<file path="config.mk">
export PLATFORM = sky130hd
export DESIGN_NAME = control_sequencer
export DESIGN_NICKNAME = d
export VERILOG_FILES = /design/src/rtl/control_sequencer.sv
export SDC_FILE = /design/constraint.sdc
export NUM_CORES = 1
export LEC_CHECK = 0
export CAP_MARGIN = 20
export CORE_MARGIN = 8
export CORE_UTILIZATION = 52
export CTS_CLUSTER_DIAMETER = 200
export DETAILED_ROUTE_END_ITERATION = 7
export GPL_TIMING_DRIVEN = 0
export MAX_ROUTING_LAYER = met4
export PLACE_DENSITY = 0.85
export SKIP_CTS_REPAIR_TIMING = 1
export SLEW_MARGIN = 40
export SYNTH_ARGS = -nofsm -noshare
export SYNTH_HDL_FRONTEND = slang
export SYNTH_SLANG_ARGS = --single-unit
</file>
<file path="constraint.sdc">
create_clock -name clk -period 3 [get_ports clk]
set_clock_uncertainty 0.2 [all_clocks]
set_input_delay 0.6 -clock clk [delete_from_list [all_inputs] [get_ports clk]]
set_output_delay 0.6 -clock clk [all_outputs]
set_load 0.05 [all_outputs]
</file>
<file path="src/rtl/control_sequencer.sv">
// control_sequencer: microstep controller for the single-bus datapath
// (PC, MAR, MDR, IR, Y, Z, register file). Fetch runs T0-T3, the opcode
// picks the T4-T6 execute steps, and memory steps wait on mem_ready with a
// bounded wait that ends in a faulted halt.
// Optional feature: define SEQ_SINGLE_STEP_EN to add the step_req input,
// which gates the start of every instruction in T0.
module control_sequencer #(
  parameter int WAIT_LIMIT = 255
) (
  input  logic        clk,
  input  logic        reset,
`ifdef SEQ_SINGLE_STEP_EN
  input  logic        step_req,
`endif
  input  logic [15:0] IR_IN,
  input  logic        mem_ready,
  output logic        PC_in,
  output logic        PC_out,
  output logic        MAR_in,
  output logic        MDR_in,
  output logic        MDR_out,
  output logic        IR_in,
  output logic        IR_out,
  output logic        Y_in,
  output logic        Y_out,
  output logic        Y_offset_in,
  output logic        Z_in,
  output logic        Z_out,
  output logic [1:0]  ALU_op,
  output logic        R_in,
  output logic        R_out,
  output logic [2:0]  R_sel,
  output logic        mem_read,
  output logic        mem_write,
  output logic        halted,
  output logic        fault
);

  typedef enum logic [2:0] {
    ST_T0, ST_T1, ST_T2, ST_T3, ST_T4, ST_T5, ST_T6, ST_HALT
  } state_t;

  localparam logic [3:0] OP_ADD  = 4'h1;
  localparam logic [3:0] OP_SUB  = 4'h2;
  localparam logic [3:0] OP_LD   = 4'h3;
  localparam logic [3:0] OP_ST   = 4'h4;
  localparam logic [3:0] OP_BR   = 4'h5;
  localparam logic [3:0] OP_MOV  = 4'h6;
  localparam logic [3:0] OP_HALT = 4'h7;

  localparam logic [1:0] ALU_ADD = 2'b00;
  localparam logic [1:0] ALU_SUB = 2'b01;
  localparam logic [1:0] ALU_INC = 2'b10;

  // Last count value still allowed to wait; one more miss means timeout.
  localparam logic [15:0] WAIT_LAST = 16'(WAIT_LIMIT - 1);

  state_t      state;
  logic [15:0] wait_cnt;
  logic        halted_q;
  logic        fault_q;

  logic [3:0]  opcode;
  logic [2:0]  rd;
  logic [2:0]  rs;
  logic        step_ok;
  logic        wait_expired;
  logic        unused_offset;

  assign opcode = IR_IN[15:12];
  assign rd     = IR_IN[11:9];
  assign rs     = IR_IN[8:6];

  // The low offset bits only matter to the datapath's sign extender.
  assign unused_offset = ^IR_IN[5:0];

`ifdef SEQ_SINGLE_STEP_EN
  assign step_ok = step_req;
`else
  assign step_ok = 1'b1;
`endif

  assign wait_expired = !mem_ready && (wait_cnt == WAIT_LAST);

  // Step sequencing, memory-wait timeout and the sticky halt/fault flags.
  always_ff @(posedge clk) begin
    if (reset) begin
      state    <= ST_T0;
      wait_cnt <= '0;
      halted_q <= 1'b0;
      fault_q  <= 1'b0;
    end else begin
      wait_cnt <= '0;
      case (state)
        ST_T0: begin
          if (step_ok) state <= ST_T1;
        end
        ST_T1: begin
          if (mem_ready) begin
            state <= ST_T2;
          end else if (wait_expired) begin
            state    <= ST_HALT;
            halted_q <= 1'b1;
            fault_q  <= 1'b1;
          end else begin
            wait_cnt <= wait_cnt + 16'd1;
          end
        end
        ST_T2: state <= ST_T3;
        ST_T3: state <= ST_T4;
        ST_T4: begin
          case (opcode)
            OP_ADD, OP_SUB, OP_LD, OP_ST, OP_BR, OP_MOV: state <= ST_T5;
            OP_HALT: begin
              state    <= ST_HALT;
              halted_q <= 1'b1;
            end
            default: state <= ST_T0;
          endcase
        end
        ST_T5: begin
          case (opcode)
            OP_ADD, OP_SUB, OP_BR: state <= ST_T6;
            OP_LD, OP_ST: begin
              if (mem_ready) begin
                state <= (opcode == OP_LD) ? ST_T6 : ST_T0;
              end else if (wait_expired) begin
                state    <= ST_HALT;
                halted_q <= 1'b1;
                fault_q  <= 1'b1;
              end else begin
                wait_cnt <= wait_cnt + 16'd1;
              end
            end
            default: state <= ST_T0;
          endcase
        end
        ST_T6:   state <= ST_T0;
        ST_HALT: state <= ST_HALT;
        default: state <= ST_T0;
      endcase
    end
  end

  // Strobe decode from the current step and IR_IN; IR is only loaded at the
  // end of T3, so T4 onward must see the live IR_IN rather than a copy taken
  // a cycle earlier. Everything is forced low while reset is held.
  always_comb begin
    PC_in       = 1'b0;
    PC_out      = 1'b0;
    MAR_in      = 1'b0;
    MDR_in      = 1'b0;
    MDR_out     = 1'b0;
    IR_in       = 1'b0;
    IR_out      = 1'b0;
    Y_in        = 1'b0;
    Y_out       = 1'b0;
    Y_offset_in = 1'b0;
    Z_in        = 1'b0;
    Z_out       = 1'b0;
    ALU_op      = ALU_ADD;
    R_in        = 1'b0;
    R_out       = 1'b0;
    R_sel       = 3'd0;
    mem_read    = 1'b0;
    mem_write   = 1'b0;
    halted      = 1'b0;
    fault       = 1'b0;
    if (!reset) begin
      halted = halted_q;
      fault  = fault_q;
      case (state)
        ST_T0: begin
          if (step_ok) begin
            PC_out   = 1'b1;
            MAR_in   = 1'b1;
            Y_in     = 1'b1;
            mem_read = 1'b1;
          end
        end
        ST_T1: begin
          ALU_op   = ALU_INC;
          Z_in     = 1'b1;
          mem_read = 1'b1;
        end
        ST_T2: begin
          Z_out = 1'b1;
          PC_in = 1'b1;
        end
        ST_T3: begin
          MDR_out = 1'b1;
          IR_in   = 1'b1;
        end
        ST_T4: begin
          case (opcode)
            OP_ADD, OP_SUB, OP_MOV: begin
              R_out = 1'b1;
              R_sel = rs;
              Y_in  = 1'b1;
            end
            OP_LD: begin
              R_out    = 1'b1;
              R_sel    = rs;
              MAR_in   = 1'b1;
              mem_read = 1'b1;
            end
            OP_ST: begin
              R_out  = 1'b1;
              R_sel  = rs;
              MAR_in = 1'b1;
            end
            OP_BR: begin
              IR_out      = 1'b1;
              Y_offset_in = 1'b1;
            end
            default: ;
          endcase
        end
        ST_T5: begin
          case (opcode)
            OP_ADD, OP_SUB: begin
              R_out  = 1'b1;
              R_sel  = rd;
              ALU_op = (opcode == OP_SUB) ? ALU_SUB : ALU_ADD;
              Z_in   = 1'b1;
            end
            OP_LD: mem_read = 1'b1;
            OP_ST: begin
              R_out     = 1'b1;
              R_sel     = rd;
              MDR_in    = 1'b1;
              mem_write = 1'b1;
            end
            OP_BR: begin
              PC_out = 1'b1;
              ALU_op = ALU_ADD;
              Z_in   = 1'b1;
            end
            OP_MOV: begin
              Y_out = 1'b1;
              R_in  = 1'b1;
              R_sel = rd;
            end
            default: ;
          endcase
        end
        ST_T6: begin
          case (opcode)
            OP_ADD, OP_SUB: begin
              Z_out = 1'b1;
              R_in  = 1'b1;
              R_sel = rd;
            end
            OP_LD: begin
              MDR_out = 1'b1;
              R_in    = 1'b1;
              R_sel   = rd;
            end
            OP_BR: begin
              Z_out = 1'b1;
              PC_in = 1'b1;
            end
            default: ;
          endcase
        end
        default: ;
      endcase
    end
  end

endmodule

</file>
==> results of run 1 <==
==> cell usage after synthesis, types with 2 or more instances <==
master,count,area share
sky130_fd_sc_hd__nand2_1,11,0.027
sky130_fd_sc_hd__and4_1,2,0.011
sky130_fd_sc_hd__o211ai_1,2,0.0097
sky130_fd_sc_hd__or3_1,4,0.016
sky130_fd_sc_hd__o21ai_0,5,0.016
sky130_fd_sc_hd__nor4b_1,2,0.011
sky130_fd_sc_hd__nor3b_1,3,0.015
sky130_fd_sc_hd__nor2b_1,2,0.0081
sky130_fd_sc_hd__clkbuf_1,6,0.015
sky130_fd_sc_hd__a211oi_1,4,0.019
sky130_fd_sc_hd__a22o_1,3,0.017
sky130_fd_sc_hd__nor2_1,29,0.071
sky130_fd_sc_hd__nor3_1,11,0.036
sky130_fd_sc_hd__nand3_1,8,0.026
sky130_fd_sc_hd__inv_1,5,0.012
sky130_fd_sc_hd__xor2_1,5,0.028
sky130_fd_sc_hd__ha_1,2,0.016
sky130_fd_sc_hd__nor4_1,6,0.024
sky130_fd_sc_hd__buf_4,2,0.0097
sky130_fd_sc_hd__buf_2,3,0.0097
sky130_fd_sc_hd__or2_2,2,0.0081
sky130_fd_sc_hd__or3b_2,4,0.023
sky130_fd_sc_hd__dfxtp_1,21,0.27
sky130_fd_sc_hd__buf_6,2,0.015
sky130_fd_sc_hd__nand4_1,7,0.028
sky130_fd_sc_hd__xnor2_1,9,0.051
sky130_fd_sc_hd__nand2b_1,12,0.049
sky130_fd_sc_hd__a21oi_1,6,0.019
==> state kept, by name, summed over array words and instances, names as in the netlist <==
name / count
state: 3
wait_cnt: 16
fault_q: 1
halted_q: 1
==> worst reg2reg max path, delay by kind of cell, from the launching register on <==
kind | cells | cell delay (ns)
AND/OR/NAND/NOR | 2 | 0.61
flip-flops | 1 | 0.38
AO/OA/AOI/OAI | 2 | 0.48
adder cells (fa/ha/maj) | 1 | 0.16
buffers and inverters | 1 | 0.08
==> power by group <==
group	internal, mW	switching, mW	total [mW]
clock network	0.0519	0.0826	0.135
registers	0.284	0.00509	0.289
logic	0.0823	0.128	0.211
==> per-stage QoR <==
stage | total power, mW | hold slack (ns) | std cells | instance area [um2] | TNS, ns
CTS | 0.627 | 0.297 | 270 | 2010 | -15.78
global placement | 0.490 | 0.269 | 266 | 1990 | -15.63
global route | 0.661 | 0.313 | 275 | 2110 | -0.171
finish | 0.634 | 0.294 | 275 | 2110 | 0
floorplan | 0.429 | 0.249 | 200 | 1600 | -1.09
detailed placement | 0.491 | 0.277 | 266 | 1990 | -15.61
==> cell type report <==
| cell class | count | area (um2) | area share |
|---|---|---|---|
| Buffer | 14 | 104 | 0.0493 |
| Clock buffer | 4 | 26.3 | 0.0125 |
| Inverter | 5 | 18.8 | 0.00890 |
| Multi-Input combinational cell | 160 | 1110 | 0.527 |
| Sequential cell | 21 | 420 | 0.199 |
| Tap cell | 31 | 38.8 | 0.0184 |
| Timing Repair Buffer | 40 | 389 | 0.185 |
==> cell families (layout without fill, tap and decap cells) <==
kind of cell,Yosys count,after routing,share of synthesized area
buffers and inverters,19,63,0.0634
AO/OA/AOI/OAI,33,33,0.153
adder cells (fa/ha/maj),2,2,0.0162
XOR/XNOR,14,14,0.0796
AND/OR/NAND/NOR,111,111,0.415
flip-flops,21,21,0.273
==> path summary, 6_finish.rpt <==
kind | startpoint | to | cells after the start
worst min register to register | halted_q | halted_q | 2
worst max-delay path | IR_IN[14] | Z_out | 7
worst min-delay path | halted_q | halted_q | 2
worst max register to register | wait_cnt[0] | halted_q | 6
==> per-layer routing <==
layer	wire length (um)	up-vias
li1	-	819
met1	2070	786
met2	1960	68
met3	304	6
met4	36	0
met5	0	-
==> flow_summary.rst, run 1 <==
.. list-table::
   :header-rows: 1

   * - Metric
     - Value
   * - Async SR Flop Fraction
     - 0
   * - Crit path arrival time
     - 2.16 ns
   * - Hold Violations, Final
     - 0
   * - Mean post-synth cell area
     - roughly 7.7 um2
   * - Fillers
     - between 150 and 200
   * - Number of antenna violations at the first check in global routing
     - 0
   * - Pwr/cell area
     - around 300 mW/mm2
   * - Endpoint kind of the worst setup timing path
     - primary output
   * - Share of the yosys chip area belonging to registers
     - 0.273
   * - Transition time at the pin with the least slew margin
     - a little under 0.5 ns
   * - Number of remaining DRC errors
     - 0
   * - Routing usage on met3
     - 0.0395
   * - Flop2flop setup slack
     - ~1.0 ns
   * - Worst ir drop on vdd
     - about 0.33 mV
   * - Worst setup timing slack at the placement stage
     - -0.918 ns
   * - NumNets Final
     - 266
   * - First-pass GRT wire length
     - 6790 um
   * - Unrepaired setup endpoints after global routing
     - true
   * - Clk buf depth
     - 2
   * - Number of clock sinks
     - 21
   * - Relative area change from synthesis to final layout
     - 36.9%
   * - Worst Path Buf+Inv
     - 3
   * - Mean routed wirelength per cell
     - about 16 um
   * - Max Clk Rate
     - around 0.34 GHz
   * - Area of the core
     - about 0.0028 mm2
   * - Mapped Nets
     - roughly 220
   * - Run status
     - finished, final reports clean
   * - Global routing met1 resource utilization
     - 0.224
   * - Standard cell with the maximum stage delay on the critical path
     - sky130_fd_sc_hd__or3b_2
   * - Static leakage power
     - about 0.9 nW
   * - Kind of launch point of the worst setup path
     - primary input
   * - Die span in y
     - between 70 and 80 um
   * - Largest stage delay on the critical path
     - between 0.4 and 0.5 ns
   * - Number of cell rows
     - 19
   * - Via-to-Cell Ratio
     - a little over 6
   * - Yosys warns
     - 0
   * - Post-synthesis sequential element count
     - 21
   * - Number of top-level pins
     - 42
   * - Combined area of all synthesized cells
     - 0.00154 mm2
   * - Number of input and output port buffers inserted
     - 35
   * - Count of pins over their slew limit
     - 0
   * - Final worst-path cycle share
     - 0.988
   * - Synthesized instance count
     - 200
   * - All-Layer GR Usage
     - 0.166
   * - Floorplan die width
     - a little over 70 um
   * - Maximum number of pins on one net before global-route repair
     - 12
   * - TritonCTS clock tree
     - done
   * - Share of final-layout standard cells stronger than drive strength 1
     - 0.230
   * - Setup Viol. Count Final
     - 0
   * - Vias in the first global route
     - 1414
   * - Insertion delay to the later sink of the worst-skew pair
     - 0.30 ns
   * - Antenna cells
     - 0
   * - Most used DFF post-synth
     - sky130_fd_sc_hd__dfxtp_1
   * - Family with the most delay on the worst path
     - simple AND/OR/NAND/NOR gates
   * - H-tree levels
     - 1
   * - Max-cap violations
     - 0
   * - Critical-path maximum fanout
     - 10
   * - Final setup margin
     - approximately 0.037 ns
   * - Gpl congestion
     - 0.902
   * - Cell breakdown of the critical path
     - dlymetal6s2s_1 > buf_2 > or3b_2 > a21oi_1 > nor2_1 > nor3_1 > buf_4
   * - First drt pass iteration count
     - 4
   * - Leading cell type in the layout, fill and taps excluded
     - sky130_fd_sc_hd__nor2_1
   * - Clock tree root buffer cell
     - sky130_fd_sc_hd__clkbuf_4
   * - GR peak layer
     - met2
   * - Global route total overflow
     - 0
   * - WP data required
     - between 2 and 2.5 ns
   * - Commonest non-fill, non-tap cells in the layout
     - sky130_fd_sc_hd__nor2_1, sky130_fd_sc_hd__dfxtp_1, sky130_fd_sc_hd__dlymetal6s2s_1
   * - Number of design-rule violations left by the first detailed-router iteration
     - around 150
   * - Number of nets still failing antenna checks after routing
     - 0
   * - Full die area
     - around 0.0050 mm2
   * - Critical path start-end classification
     - in -> out
   * - Final critical delay including setup and external delays
     - slightly below 3 ns
   * - Fraction of met2 tracks used by global routing
     - 0.243
   * - CTS clk-pin slew, worst paths
     - ~0.10 ns
   * - Number of distinct library cells after synthesis
     - 50
   * - Number of synthesized flops with an enable pin
     - 0
   * - Vias
     - around 1.7k
   * - Type of the worst min-delay path
     - reg -> reg
   * - Final Core Density
     - 0.758
   * - Inserted Clock Buffers
     - 3
   * - Worst slew margin relative to its limit
     - 0.668
   * - Effective utilization at floorplan
     - 0.554
   * - Sum of net half-perimeters after detailed placement
     - roughly 3100 um
   * - Post-Route WL
     - ~4400 um
(Power assumes the default switching activity.)
==> run 2, diff against run 1 <==
--- a/config.mk
+++ b/config.mk
@@ -6,13 +6,13 @@
 export NUM_CORES = 1
 export LEC_CHECK = 0
 export CAP_MARGIN = 20
-export CORE_MARGIN = 8
-export CORE_UTILIZATION = 52
+export CORE_MARGIN = 2
+export CORE_UTILIZATION = 65
 export CTS_CLUSTER_DIAMETER = 200
 export DETAILED_ROUTE_END_ITERATION = 7
+export DONT_BUFFER_PORTS = 1
 export GPL_TIMING_DRIVEN = 0
-export MAX_ROUTING_LAYER = met4
-export PLACE_DENSITY = 0.85
+export PLACE_DENSITY = 0.81
 export SKIP_CTS_REPAIR_TIMING = 1
 export SLEW_MARGIN = 40
 export SYNTH_ARGS = -nofsm -noshare
==> run 2 against run 1 <==
Effect of this change: sequential power hardly changed; clock power hardly changed; register-to-register slack worse by 0.09 ns; first-iteration DRC count fell by 77%; setup slack got worse by 0.0016 ns; combinational power is 20% lower; final cell count fell by 16%; count of clock-buffer cells in the layout did not move.
==> flow_summary.rst, run 2 (same netlist as run 1, synthesis figures left out) <==
.. list-table::
   :header-rows: 1

   * - Metric
     - Value
   * - Flop2flop setup slack
     - 0.93 ns (-0.09 ns)
   * - Total length of routed met2 wires
     - 1890 um (-3.1%)
   * - Startpoint of the worst register-to-register path
     - state[1]
   * - Vias
     - 1500 (-11%)
   * - Clk buf depth
     - 2 (unchanged)
   * - R2r worst-path depth
     - 5 (-1)
   * - Final worst-path cycle share
     - 0.988 (about the same)
   * - Worst Path Buf+Inv
     - 2 (-1)
   * - Number of nets still failing antenna checks after routing
     - 0 (unchanged)
   * - CTS clk-pin slew, worst paths
     - 0.11 ns (about the same)
   * - Global route total overflow
     - 0 (unchanged)
   * - H-tree levels
     - 1 (unchanged)
   * - Area of the core
     - 0.00223 mm2 (-20%)
   * - Post-Route WL
     - 3630 um (-17%)
   * - Pwr/cell area
     - 338 mW/mm2 (+12%)
   * - Floorplan die width
     - 52.7 um (-25%)
   * - Max FFs per register
     - 16 (unchanged)
   * - Family with the most delay on the worst path
     - simple AND/OR/NAND/NOR gates
   * - Unrepaired setup endpoints after global routing
     - false
   * - NetSw
     - 0.205 mW (-5.3%)
   * - Worst-case hold path end point
     - halted_q
   * - Cell breakdown of the critical path
     - buf_2 > nand2b_4 > or3_1 > nor3_4 > buf_6
   * - Full die area
     - 0.00278 mm2 (-44%)
   * - Worst slew margin relative to its limit
     - 0.400 (-0.268)
   * - Crit path arrival time
     - 2.17 ns (about the same)
   * - Top sig layer
     - met4
   * - Sequential cell area in the final layout
     - 422 um2 (+0.30%)
   * - Share of final-layout standard cells stronger than drive strength 1
     - 0.212 (-0.0177)
   * - Number of remaining DRC errors
     - 0 (unchanged)
   * - Beginning of the worst hold path
     - halted_q
   * - Metal3 WL
     - 196 um (-36%)
   * - Clock power share
     - 0.226 (+0.014)
   * - Number of cell rows
     - 17 (-2)
   * - Number of antenna violations at the first check in global routing
     - 0 (unchanged)
   * - Critical path start-end classification
     - in -> out
   * - First drt pass iteration count
     - 4 (unchanged)
   * - Mean routed wirelength per cell
     - 15.7 um (-0.98%)
   * - Number of clock sinks
     - 21 (unchanged)
   * - Sequential power share
     - 0.488 (+0.032)
   * - Relative area change from synthesis to final layout
     - 13.6%
   * - Placed cell areas
     - 0.00167 mm2 (-16%)
   * - Inserted Clock Buffers
     - 3 (unchanged)
   * - First-pass GRT wire length
     - 5870 um (-14%)
   * - Via-to-Cell Ratio
     - 6.49 (+6.4%)
   * - Largest stage delay on the critical path
     - 0.52 ns (+0.06 ns)
   * - Reg2reg end
     - state[1]
   * - All-Layer GR Usage
     - 0.282 (+0.116)
   * - Kind of launch point of the worst setup path
     - primary input
   * - Maximum number of pins on one net before global-route repair
     - 12 (unchanged)
   * - Internal
     - 0.387 mW (-7.4%)
   * - Number of input and output port buffers inserted
     - 0 (-100%)
   * - Worst ir drop on vdd
     - 0.381 mV (+14%)
   * - Transition time at the pin with the least slew margin
     - 0.896 ns (+0.411 ns)
   * - Gpl congestion
     - 0.956 (+5.9%)
   * - Max Clk Rate
     - 0.337 GHz (about the same)
   * - Static leakage power
     - 0.522 nW (-42%)
   * - NumNets Final
     - 225 (-15%)
   * - Run status
     - finished, final reports clean
   * - WP data required
     - 2.20 ns (about the same)
   * - Type of the worst min-delay path
     - reg -> reg
   * - Number of design-rule violations left by the first detailed-router iteration
     - 34 (-77%)
   * - Worst hold stages
     - 2 (unchanged)
   * - TritonCTS clock tree
     - done
   * - Clock tree root buffer cell
     - sky130_fd_sc_hd__clkbuf_4
   * - Combinational share of power
     - 0.286 (-0.046)
   * - Die span in y
     - 52.7 um (-25%)
   * - Leading cell type in the layout, fill and taps excluded
     - sky130_fd_sc_hd__nor2_1
   * - Hold Violations, Final
     - 0 (unchanged)
   * - Final critical delay including setup and external delays
     - 2.97 ns (+0.00160 ns)
   * - Max-cap violations
     - 0 (unchanged)
   * - Antenna cells
     - 0 (unchanged)
   * - Area occupied by multi-input gates
     - 0.00116 mm2 (+4.4%)
   * - Commonest non-fill, non-tap cells in the layout
     - sky130_fd_sc_hd__nor2_1, sky130_fd_sc_hd__dfxtp_1, sky130_fd_sc_hd__nand2_1
   * - Largest regs
     - wait_cnt (16), state (3)
   * - Vias in the first global route
     - 1407 (-0.50%)
   * - Count of pins over their slew limit
     - 0 (unchanged)
   * - Insertion delay to the later sink of the worst-skew pair
     - 0.31 ns (about the same)
   * - Number of top-level pins
     - 42 (unchanged)
   * - DP Cell Count
     - 228 (-14%)
   * - Endpoint kind of the worst setup timing path
     - primary output
   * - Top reg by flops
     - wait_cnt
   * - Standard cell with the maximum stage delay on the critical path
     - sky130_fd_sc_hd__nor3_4
   * - Switching part of the total power
     - 0.346 (+0.00495)
   * - Sum of net half-perimeters after detailed placement
     - 2710 um (-13%)
   * - Setup Viol. Count Final
     - 0 (unchanged)
   * - Critical-path maximum fanout
     - 10 (unchanged)
   * - Final cell count without fillers
     - 231 (-16%)
   * - Wire length the detailed router placed on met1
     - 1490 um (-28%)
   * - Effective utilization at floorplan
     - 0.690 (+0.136)
   * - Post-route cell area
     - 0.00175 mm2 (-17%)
   * - Fillers
     - 161 (-19%)
==> run 2: changes by cell type in the layout (fill, tap and decap cells not counted), moves of 2 or more <==
cell	before	now
sky130_fd_sc_hd__dlymetal6s2s_1	13	0
sky130_fd_sc_hd__clkdlybuf4s50_1	8	0
sky130_fd_sc_hd__buf_4	10	1
sky130_fd_sc_hd__nand2b_1	11	9
sky130_fd_sc_hd__nor3_4	1	3
sky130_fd_sc_hd__buf_6	8	4
sky130_fd_sc_hd__clkbuf_2	8	1
sky130_fd_sc_hd__nor3_1	9	6
==> run 2: power groups by stage <==
stage                     Sequential, mW  Combinational [mW]  Clock [mW]
after global routing               0.289               0.181       0.147
after global placement             0.294               0.152           0
after CTS                          0.288               0.162       0.137
after floorplan                    0.293               0.135           0
final                              0.289               0.169       0.134
after detailed placement           0.295               0.162           0
==> run 2: metal layers <==
metal  vias up  global-route usage
met1       716               0.312
met4         0               0.128
met5         -                   0
met3         5              0.0343
li1        730                   -
met2        49               0.527
==> run 2: area by class of cell <==
class | count | area share
buffer | 13 | 0.0508
clock buffer | 4 | 0.0150
inverter | 5 | 0.0107
multi-input combinational | 160 | 0.663
sequential | 21 | 0.241
tap | 28 | 0.0200
==> run 2: worst register-to-register path, stage by stage, from the launching register on <==
cell and delay (ns):
sky130_fd_sc_hd__dfxtp_1 0.34, sky130_fd_sc_hd__buf_2 0.26, sky130_fd_sc_hd__nor4b_2 0.42, sky130_fd_sc_hd__nand2_1 0.14, sky130_fd_sc_hd__or3b_2 0.51, sky130_fd_sc_hd__o211ai_1 0.13
==> run 2: stage by stage <==
step                      hold WS, ns  setup TNS, ns  worst slack (ns)  total power [mW]   util
after floorplan                 0.249          -1.09            -0.260             0.429      -
after global placement          0.268          -1.92            -0.337             0.446  0.731
after detailed placement        0.285         -0.486            -0.382             0.456  0.748
after CTS                       0.304          -1.01            -0.519             0.587  0.760
after global routing            0.330              0           0.00753             0.617  0.784
final                           0.302              0            0.0349             0.592  0.784
==> run 2: worst max path at each step <==
stage / cells past startpoint / endpoint / start / slack (ns)
2_1_floorplan: 5 / Z_in / IR_IN[14] / -0.26
3_3_place_gp: 5 / Z_out / IR_IN[14] / -0.34
3_5_place_dp: 5 / mem_write / reset / -0.38
4_1_cts: 5 / mem_write / state[2] / -0.52
5_1_grt: 5 / mem_write / state[2] / 0.008
6_report: 5 / mem_write / reset / 0.03
==> run 3, diff against run 2 <==
--- a/config.mk
+++ b/config.mk
@@ -6,15 +6,17 @@
 export NUM_CORES = 1
 export LEC_CHECK = 0
 export CAP_MARGIN = 20
+export CELL_PAD_IN_SITES_DETAIL_PLACEMENT = 1
+export CELL_PAD_IN_SITES_GLOBAL_PLACEMENT = 2
 export CORE_MARGIN = 2
-export CORE_UTILIZATION = 65
+export CORE_UTILIZATION = 37
 export CTS_CLUSTER_DIAMETER = 200
 export DETAILED_ROUTE_END_ITERATION = 7
 export DONT_BUFFER_PORTS = 1
 export GPL_TIMING_DRIVEN = 0
-export PLACE_DENSITY = 0.81
+export PLACE_DENSITY_LB_ADDON = 0.1
 export SKIP_CTS_REPAIR_TIMING = 1
-export SLEW_MARGIN = 40
+export SLEW_MARGIN = 20
 export SYNTH_ARGS = -nofsm -noshare
 export SYNTH_HDL_FRONTEND = slang
 export SYNTH_SLANG_ARGS = --single-unit
==> run 3 against run 2 <==
Effect of this change: largest cell class unchanged; critical path depth stayed put; wire length is 22% higher; critical endpoint unchanged; via count is 0.47% lower; register-to-register slack better by 0.04 ns; sequential cell count stayed put.
==> flow_summary.rst, run 3 (same netlist as run 1, synthesis figures left out) <==
.. list-table::
   :header-rows: 1

   * - Metric
     - Value
   * - Run status
     - finished, final reports clean
   * - Post-Route WL
     - 4410 um (+22%)
   * - First-pass GRT wire length
     - 6820 um (+16%)
   * - Top sig layer
     - met4
   * - Flop2flop setup slack
     - 0.97 ns (+0.04 ns)
   * - Hold Violations, Final
     - 0 (unchanged)
   * - Fillers
     - 484 (+200%)
   * - Final critical delay including setup and external delays
     - 2.94 ns (-0.0224 ns)
   * - Post-route cell area
     - 0.00181 mm2 (+3.1%)
   * - Area of the core
     - 0.00400 mm2 (+79%)
   * - Commonest non-fill, non-tap cells in the layout
     - sky130_fd_sc_hd__nor2_1, sky130_fd_sc_hd__dfxtp_1, sky130_fd_sc_hd__nand2_1
   * - Number of input and output port buffers inserted
     - 0 (unchanged)
   * - Metal3 WL
     - 159 um (-19%)
   * - Critical-path maximum fanout
     - 10 (unchanged)
   * - Clock power share
     - 0.279 (+0.053)
   * - Inserted Clock Buffers
     - 3 (unchanged)
   * - Max FFs per register
     - 16 (unchanged)
   * - Endpoint kind of the worst setup timing path
     - primary output
   * - Maximum number of pins on one net before global-route repair
     - 12 (unchanged)
   * - First drt pass iteration count
     - 4 (unchanged)
   * - Placed cell areas
     - 0.00169 mm2 (+1.3%)
   * - Vias in the first global route
     - 1390 (-1.2%)
   * - H-tree levels
     - 1 (unchanged)
   * - Final worst-path cycle share
     - 0.981 (-0.00748)
   * - Cell breakdown of the critical path
     - buf_2 > nand2b_4 > or3_4 > nor3_4 > buf_6
   * - Number of design-rule violations left by the first detailed-router iteration
     - 75 (+120%)
   * - Floorplan die width
     - 68.5 um (+30%)
   * - Wire length the detailed router placed on met1
     - 1930 um (+30%)
   * - Worst slew margin relative to its limit
     - 0.342 (-0.0579)
   * - Sequential cell area in the final layout
     - 420 um2 (-0.30%)
   * - Largest regs
     - wait_cnt (16), state (3)
   * - Type of the worst min-delay path
     - reg -> reg
   * - Family with the most delay on the worst path
     - simple AND/OR/NAND/NOR gates
   * - Effective utilization at floorplan
     - 0.385 (-0.305)
   * - Final setup margin
     - 0.0574 ns (+0.0224 ns)
   * - TritonCTS clock tree
     - done
   * - Internal
     - 0.431 mW (+11%)
   * - Number of nets still failing antenna checks after routing
     - 0 (unchanged)
   * - Setup Viol. Count Final
     - 0 (unchanged)
   * - WP data required
     - 2.20 ns (about the same)
   * - Kind of launch point of the worst setup path
     - primary input
   * - Leading cell type in the layout, fill and taps excluded
     - sky130_fd_sc_hd__nor2_1
   * - Share of final-layout standard cells stronger than drive strength 1
     - 0.211 (-0.00104)
   * - Number of top-level pins
     - 42 (unchanged)
   * - NumNets Final
     - 226 (+0.44%)
   * - Crit path arrival time
     - 2.14 ns (-0.03 ns)
   * - Number of antenna violations at the first check in global routing
     - 0 (unchanged)
   * - Combinational share of power
     - 0.271 (-0.015)
   * - Global route total overflow
     - 0 (unchanged)
   * - Sequential power share
     - 0.449 (-0.039)
   * - NetSw
     - 0.211 mW (+3.2%)
   * - Mean routed wirelength per cell
     - 17.4 um (+11%)
   * - CTS clk-pin slew, worst paths
     - 0.07 ns (-0.04 ns)
   * - Top reg by flops
     - wait_cnt
   * - Critical path start-end classification
     - in -> out
   * - Number of remaining DRC errors
     - 0 (unchanged)
   * - Worst setup timing slack at the placement stage
     - -0.432 ns (-0.0501 ns)
   * - Worst Path Buf+Inv
     - 2 (unchanged)
   * - Worst ir drop on vdd
     - 0.214 mV (-44%)
   * - Gpl congestion
     - 0.799 (-16%)
   * - Die span in y
     - 68.5 um (+30%)
   * - Switching part of the total power
     - 0.329 (-0.0167)
   * - Antenna cells
     - 0 (unchanged)
   * - Total design power
     - 0.642 mW (+8.4%)
   * - Total length of routed met2 wires
     - 2280 um (+21%)
   * - All-Layer GR Usage
     - 0.193 (-0.0887)
   * - Static leakage power
     - 0.536 nW (+2.7%)
   * - Max-cap violations
     - 0 (unchanged)
   * - Max Clk Rate
     - 0.340 GHz (+0.76%)
   * - Sum of net half-perimeters after detailed placement
     - 3320 um (+23%)
   * - Insertion delay to the later sink of the worst-skew pair
     - 0.25 ns (-0.06 ns)
   * - Via-to-Cell Ratio
     - 5.88 (-9.5%)
   * - Clock tree root buffer cell
     - sky130_fd_sc_hd__clkbuf_8
   * - Count of pins over their slew limit
     - 0 (unchanged)
   * - Number of clock sinks
     - 21 (unchanged)
   * - Vias
     - 1493 (-0.47%)
   * - Relative area change from synthesis to final layout
     - 17.2%
   * - Pwr/cell area
     - 355 mW/mm2 (+5.1%)
   * - Area occupied by multi-input gates
     - 0.00116 mm2 (+0.22%)
   * - Full die area
     - 0.00469 mm2 (+69%)
   * - Number of cell rows
     - 23 (+6)
   * - Unrepaired setup endpoints after global routing
     - true
   * - Largest stage delay on the critical path
     - 0.51 ns (about the same)
   * - Transition time at the pin with the least slew margin
     - 0.984 ns (+0.0882 ns)
   * - Clk buf depth
     - 2 (unchanged)
   * - Standard cell with the maximum stage delay on the critical path
     - sky130_fd_sc_hd__nor3_4
run 3: cell types whose count changed in the layout (fill, tap and decap cells not counted), sizes merged:
cell	delta
clkbuf	+2
buf	-1
run 3: worst paths after layout:
path         cells after the start        start           to
min                              2     halted_q     halted_q
max                              5        reset    mem_write
max reg2reg                      7  wait_cnt[0]  wait_cnt[5]
min reg2reg                      2     halted_q     halted_q
run 3: layout make-up:
type / count / area share
plain buffers: 14 / 0.0534
inverters: 5 / 0.0104
well taps: 50 / 0.0347
clock buffers: 4 / 0.0249
multi-input cells: 160 / 0.644
flip-flops and latches: 21 / 0.233
run 3: metrics by stage:
| stage | utilization | hold WS (ns) | TNS, ns | cells |
|---|---|---|---|---|
| CTS | 0.434 | 0.301 | -1.22 | 254 |
| global route | 0.451 | 0.339 | -0.00296 | 254 |
| global placement | 0.415 | 0.271 | -2.20 | 250 |
| finish | 0.451 | 0.300 | 0 | 254 |
| floorplan | - | 0.249 | -1.09 | 200 |
| detailed placement | 0.423 | 0.286 | -0.648 | 250 |
run 3: layer usage:
| layer | vias to the layer above | track usage |
|---|---|---|
| met1 | 726 | 0.236 |
| met4 | 0 | 0.0550 |
| met5 | - | 0 |
| met3 | 4 | 0.0260 |
| met2 | 26 | 0.351 |
| li1 | 737 | - |
run 3: power groups by stage:
stage / sequential [mW] / combinational, mW / clock, mW
finish: 0.288 / 0.174 / 0.179
global placement: 0.294 / 0.160 / 0
global route: 0.289 / 0.187 / 0.199
floorplan: 0.293 / 0.135 / 0
CTS: 0.288 / 0.167 / 0.187
detailed placement: 0.295 / 0.167 / 0
run 3: tightest hold or removal path: stages, from the launching register on:
cell,delay (ns)
sky130_fd_sc_hd__dfxtp_1,0.31
sky130_fd_sc_hd__inv_1,0.07
sky130_fd_sc_hd__a211oi_1,0.07
